===== src/rtl/snake_game_ctrl.sv =====
// snake_game_ctrl: game-state FSM, step timer, direction filter and apple scoring for the snake datapath.
module snake_game_ctrl #(
    parameter int FRAMES_PER_STEP = 6,
    parameter int OVER_FRAMES     = 120,
    parameter int SCORE_W         = 8
) (
    input  logic               clk,
    input  logic               reset,
    input  logic               frame_start,
    input  logic [2:0]         btn_dir,
    input  logic               btn_start,
    input  logic [1:0]         collision,
    output logic [1:0]         game_state,
    output logic [2:0]         direction,
    output logic               update,
    output logic [SCORE_W-1:0] score,
    output logic               apple_respawn
);
    localparam logic [1:0] IDLE = 2'b00;
    localparam logic [1:0] PLAY = 2'b01;
    localparam logic [1:0] OVER = 2'b11;
    localparam logic [2:0] UP = 3'd1, DOWN = 3'd2, LEFT = 3'd3, RIGHT = 3'd4;
    localparam int MAXF = FRAMES_PER_STEP > OVER_FRAMES ? FRAMES_PER_STEP : OVER_FRAMES;
    localparam int CW = $clog2(MAXF + 1);

    logic [CW-1:0] cnt;
    logic [2:0]    pending_dir;
    logic          apple_seen;
    logic          valid_dir;
    logic [2:0]    opp_dir;
    logic [2:0]    next_pend;
    logic          step_end;
    logic          over_end;
    logic          apple_rise;

    always_comb begin
        valid_dir  = btn_dir >= UP && btn_dir <= RIGHT;
        opp_dir    = direction == UP ? DOWN : direction == DOWN ? UP :
                     direction == LEFT ? RIGHT : direction == RIGHT ? LEFT : 3'd0;
        // reversal is judged against the committed heading, not the pending one
        next_pend  = (valid_dir && btn_dir != direction && btn_dir != opp_dir) ? btn_dir : pending_dir;
        step_end   = frame_start && cnt == CW'(FRAMES_PER_STEP - 1);
        over_end   = frame_start && cnt == CW'(OVER_FRAMES - 1);
        apple_rise = collision == 2'b10 && !apple_seen;
    end

    always_ff @(posedge clk) begin
        if (reset) begin
            game_state    <= IDLE;
            direction     <= 3'd0;
            update        <= 1'b0;
            score         <= '0;
            apple_respawn <= 1'b0;
            cnt           <= '0;
            pending_dir   <= 3'd0;
            apple_seen    <= 1'b0;
        end else begin
            update        <= 1'b0;
            apple_respawn <= 1'b0;
            apple_seen    <= collision == 2'b10;
            case (game_state)
                PLAY: begin
                    if (collision[0]) begin
                        game_state <= OVER;
                        cnt        <= '0;
                        direction  <= 3'd0;
                    end else begin
                        pending_dir <= next_pend;
                        if (frame_start) cnt <= step_end ? '0 : cnt + 1'b1;
                        if (step_end) begin
                            update    <= 1'b1;
                            direction <= next_pend;
                        end
                        if (apple_rise) begin
                            score         <= &score ? score : score + 1'b1;
                            apple_respawn <= 1'b1;
                        end
                    end
                end
                OVER: begin
                    if (over_end) begin
                        game_state  <= IDLE;
                        cnt         <= '0;
                        pending_dir <= 3'd0;
                    end else if (frame_start) begin
                        cnt <= cnt + 1'b1;
                    end
                end
                default: begin
                    direction <= 3'd0;
                    if (btn_start || valid_dir) begin
                        game_state  <= PLAY;
                        direction   <= valid_dir ? btn_dir : RIGHT;
                        pending_dir <= valid_dir ? btn_dir : RIGHT;
                        score       <= '0;
                        cnt         <= '0;
                    end
                end
            endcase
        end
    end
endmodule

===== config.mk =====
export PLATFORM = sky130hd
export DESIGN_NAME = snake_game_ctrl
export DESIGN_NICKNAME = d
export VERILOG_FILES = /design/src/rtl/snake_game_ctrl.sv
export SDC_FILE = /design/constraint.sdc
export NUM_CORES = 1
export LEC_CHECK = 0
export CORE_MARGIN = 1
export CORE_UTILIZATION = 35
export DETAILED_ROUTE_END_ITERATION = 10
export GPL_TIMING_DRIVEN = 0
export SLEW_MARGIN = 20
export SYNTH_ARGS = -nofsm -noshare
export SYNTH_HDL_FRONTEND = slang
export SYNTH_SLANG_ARGS = --single-unit
export TNS_END_PERCENT = 100

===== constraint.sdc =====
create_clock -name clk -period 2.6 [get_ports clk]
set_input_delay 0.52 -clock clk [delete_from_list [all_inputs] [get_ports clk]]
set_output_delay 0.52 -clock clk [all_outputs]
set_load 0.05 [all_outputs]

==> summary.txt <==
Placed design
  – Dpl hpwl: 2710 um
  – Number of port buffers: 23
  – Place WS: 65.1 ps
  – RePlAce Congestion: 0.818

Timing
  – Final slew viol count: 0
  – Min cycle time layout: approximately 2300 ps
  – Worst slew pin tran: 497 ps
  – Final setup violation count: 0
  – Tcrit/Tclk final: 87.3%
  – Relative slew slack: 66.8%
  – Endpoints failing hold: 0
  – Fmax: 441 MHz
  – Clock Skews: 5.21 ps
  – Setup slack after layout: 330 ps
  – RSZ-0062 raised after global routing: false
  – TNS Setup: 0 ps

Setup path
  – Register-to-Register Path Depth: 6
  – Startpoint Class: input port
  – Slowest Stage Delay on Critical Path: 500 ps
  – Critical Path AT: 2460 ps
  – CP endpoint kind: flip-flop
  – Worst path depth: 6
  – Crit-path cells: clkdlybuf4s50_1, or3_1, a211oi_2, a31oi_2, or3_1, o31ai_1
  – Critical Path RT: roughly 2800 ps
  – CP Max Fanout: 7
  – Critical path class: in -> reg
  – Crit-path leading delay family: simple AND/OR/NAND/NOR gates
  – Buffers & Inverters on Critical Path: 1
  – Worst path slowest cell: clkdlybuf4s50_1
  – Most frequent CP cell: or3_1

Die
  – Core area: 4350 um^2
  – Die X: 69.4 um
  – Initial Util: about 36%
  – Die area: 4810 um^2
  – Die H: around 69 um
  – Row count: 24
  – Ports: 24

Global routing
  – Vias in the first global route: around 1400
  – GRT Overall Usage: 15.8%
  – Pin count of the biggest net entering global routing: 15
  – Initial antenna violation count: 0
  – First-pass GRT wire length: 6340 um
  – GR Overflow Total: 0

Synthesis
  – Largest cells by area after synthesis: dfxtp_1 (33%), a21oi_1 (4.1%), nand3_1 (3.8%), nand2_1 (3.8%), nor2_1 (3.8%)
  – FF+latch count, synth: 26
  – Sequential fraction of the synthesis area: between 30% and 40%
  – Most common cell in the synthesized netlist: dfxtp_1
  – EDFF count, synth: 0
  – Top cell type's share of synthesized area: approximately 33%
  – Mapped Area: approximately 1600 um^2
  – Synth warn: 0
  – Synth Flop Type: dfxtp_1
  – Net Count, Synth: 211
  – Syn avg cell area: around 8 um^2
  – Cells after Synth: 199
  – Fraction of registers with async set/reset: 0%
  – Synth cell types: 55
  – Area leader, netlist: dfxtp_1
  – Post-synth top cells: dfxtp_1 (26), nand2_1 (16), nor2_1 (16), a21oi_1 (13), nand3_1 (12)

Power
  – Leakage power: ~0.64 nW
  – Peak VDD IR: 0.000295 V
  – PwrDens: 439 nW/um^2

Finish
  – N_diodes: 0
  – Area Growth Syn to Fin: 22.0%
  – Layout cells sized above 1: 7.96%
  – Final nets: 239

Routing
  – Final WL: 3690 um
  – Via count: 1504
  – Avg Vias per Cell: 5.41
  – Wire per inst: 13.3 um
  – DRT iter0 DRCs: 77
  – Final ANT Viol Nets: 0
  – DRC: 0
  – Router iterations before antenna repair: 4

CTS
  – Worst-path clk slew: 90 ps
  – Htree depth: 1
  – Clock Tree Root: clkbuf_8
  – Max clock buf depth: 2
  – CTS Hold Bufs: 0
  – CTS Buf Count: 3
  – Clock sink count: 26
  – Worst-Skew Late Latency: 270 ps
  – Post_cts resized: 0
  – CTS tree: built
  – Post CTS Setup Buffer Count: 0

Flow run
  – Max cap viols: 0

Min path
  – Hold Path Class: reg -> reg
  – Cells on Worst Hold Path: 2

Run status
  – Outcome: complete, no violations
==> path summary, 6_finish.rpt <==
check	from	endpoint	slack, ps
worst max-delay path	btn_dir[1]	cnt[1]	330
worst min-delay path	score[1]	score[1]	520
worst max register to register	cnt[0]	cnt[1]	650
worst min register to register	score[1]	score[1]	520
==> cell type report <==
| class | instances | area, um^2 |
|---|---|---|
| sequential | 26 | 520 |
| clock buffer | 4 | 55.1 |
| buffer | 9 | 43.8 |
| fill | 429 | 2410 |
| timing repair buffer | 23 | 230 |
| tap | 52 | 65.1 |
| multi-input combinational | 155 | 991 |
| inverter | 9 | 33.8 |
==> registers in the layout, summed over array words and instances, names as in the netlist <==
register,flops
apple_respawn,1
apple_seen,1
cnt,7
direction,3
game_state,2
pending_dir,3
score,8
update,1
==> kinds of logic (layout without fill, tap and decap cells) <==
group / Yosys count / after routing / share of synthesized area, %
and+or+nand+nor: 81 / 81 / 28.0
buffers and inverters: 18 / 45 / 4.88
muxes: 1 / 1 / 0.630
AOI/OAI and AO/OA: 63 / 63 / 27.5
DFF: 26 / 26 / 32.8
xor gates and xnor gates: 7 / 7 / 3.86
adders and majority gates: 3 / 3 / 2.36
==> worst register-to-register path, stage by stage, from the launching register on <==
cell	delay [ps]
dfxtp_1	360
ha_1	260
and4_1	230
and3_1	230
a211oi_4	430
nand2_1	140
o31ai_1	220
==> layer usage <==
metal / vias up / track usage (%) / part of all wire [%]
li1: 799 / - / -
met1: 678 / 22.6 / 53
met2: 25 / 25.1 / 43
met4: 0 / 2.04 / 0.41
met3: 2 / 3.49 / 3.6
met5: - / 0 / 0
==> placed cells by master (no fill, tap or decap), types with 4 or more instances in the layout <==
master / Yosys / layout
a21oi_1: 13 / 13
nand2_1: 16 / 16
clkdlybuf4s50_1: 0 / 23
xnor2_1: 6 / 6
or3_1: 4 / 4
inv_1: 9 / 9
clkbuf_8: 0 / 4
dfxtp_1: 26 / 26
nand3_1: 12 / 12
nor2_1: 16 / 16
o21ai_0: 10 / 10
a31oi_1: 9 / 9
buf_2: 5 / 5
o22ai_1: 4 / 4
and3_1: 4 / 4
or4_1: 4 / 4
==> stage by stage <==
step                area, um^2  power (mW)  utilization (%)  hold slack, ps  instances
floorplan                 1590       0.543                -             481        199
global placement          1880       0.598             43.3             505        274
detailed placement        1880       0.598             43.3             511        274
CTS                       1940       0.861             44.5             525        278
global route              1940       0.898             44.5             549        278
finish                    1940       0.852             44.5             518        278
==> power by group <==
part | switching (mW) | internal, mW | leakage [nW]
registers | 0.00922 | 0.409 | 0.211
logic | 0.105 | 0.0659 | 0.397
clock network | 0.128 | 0.135 | 0.0288
total | 0.242 | 0.610 | 0.636
Note: power is estimated with default switching activity, not from simulation.
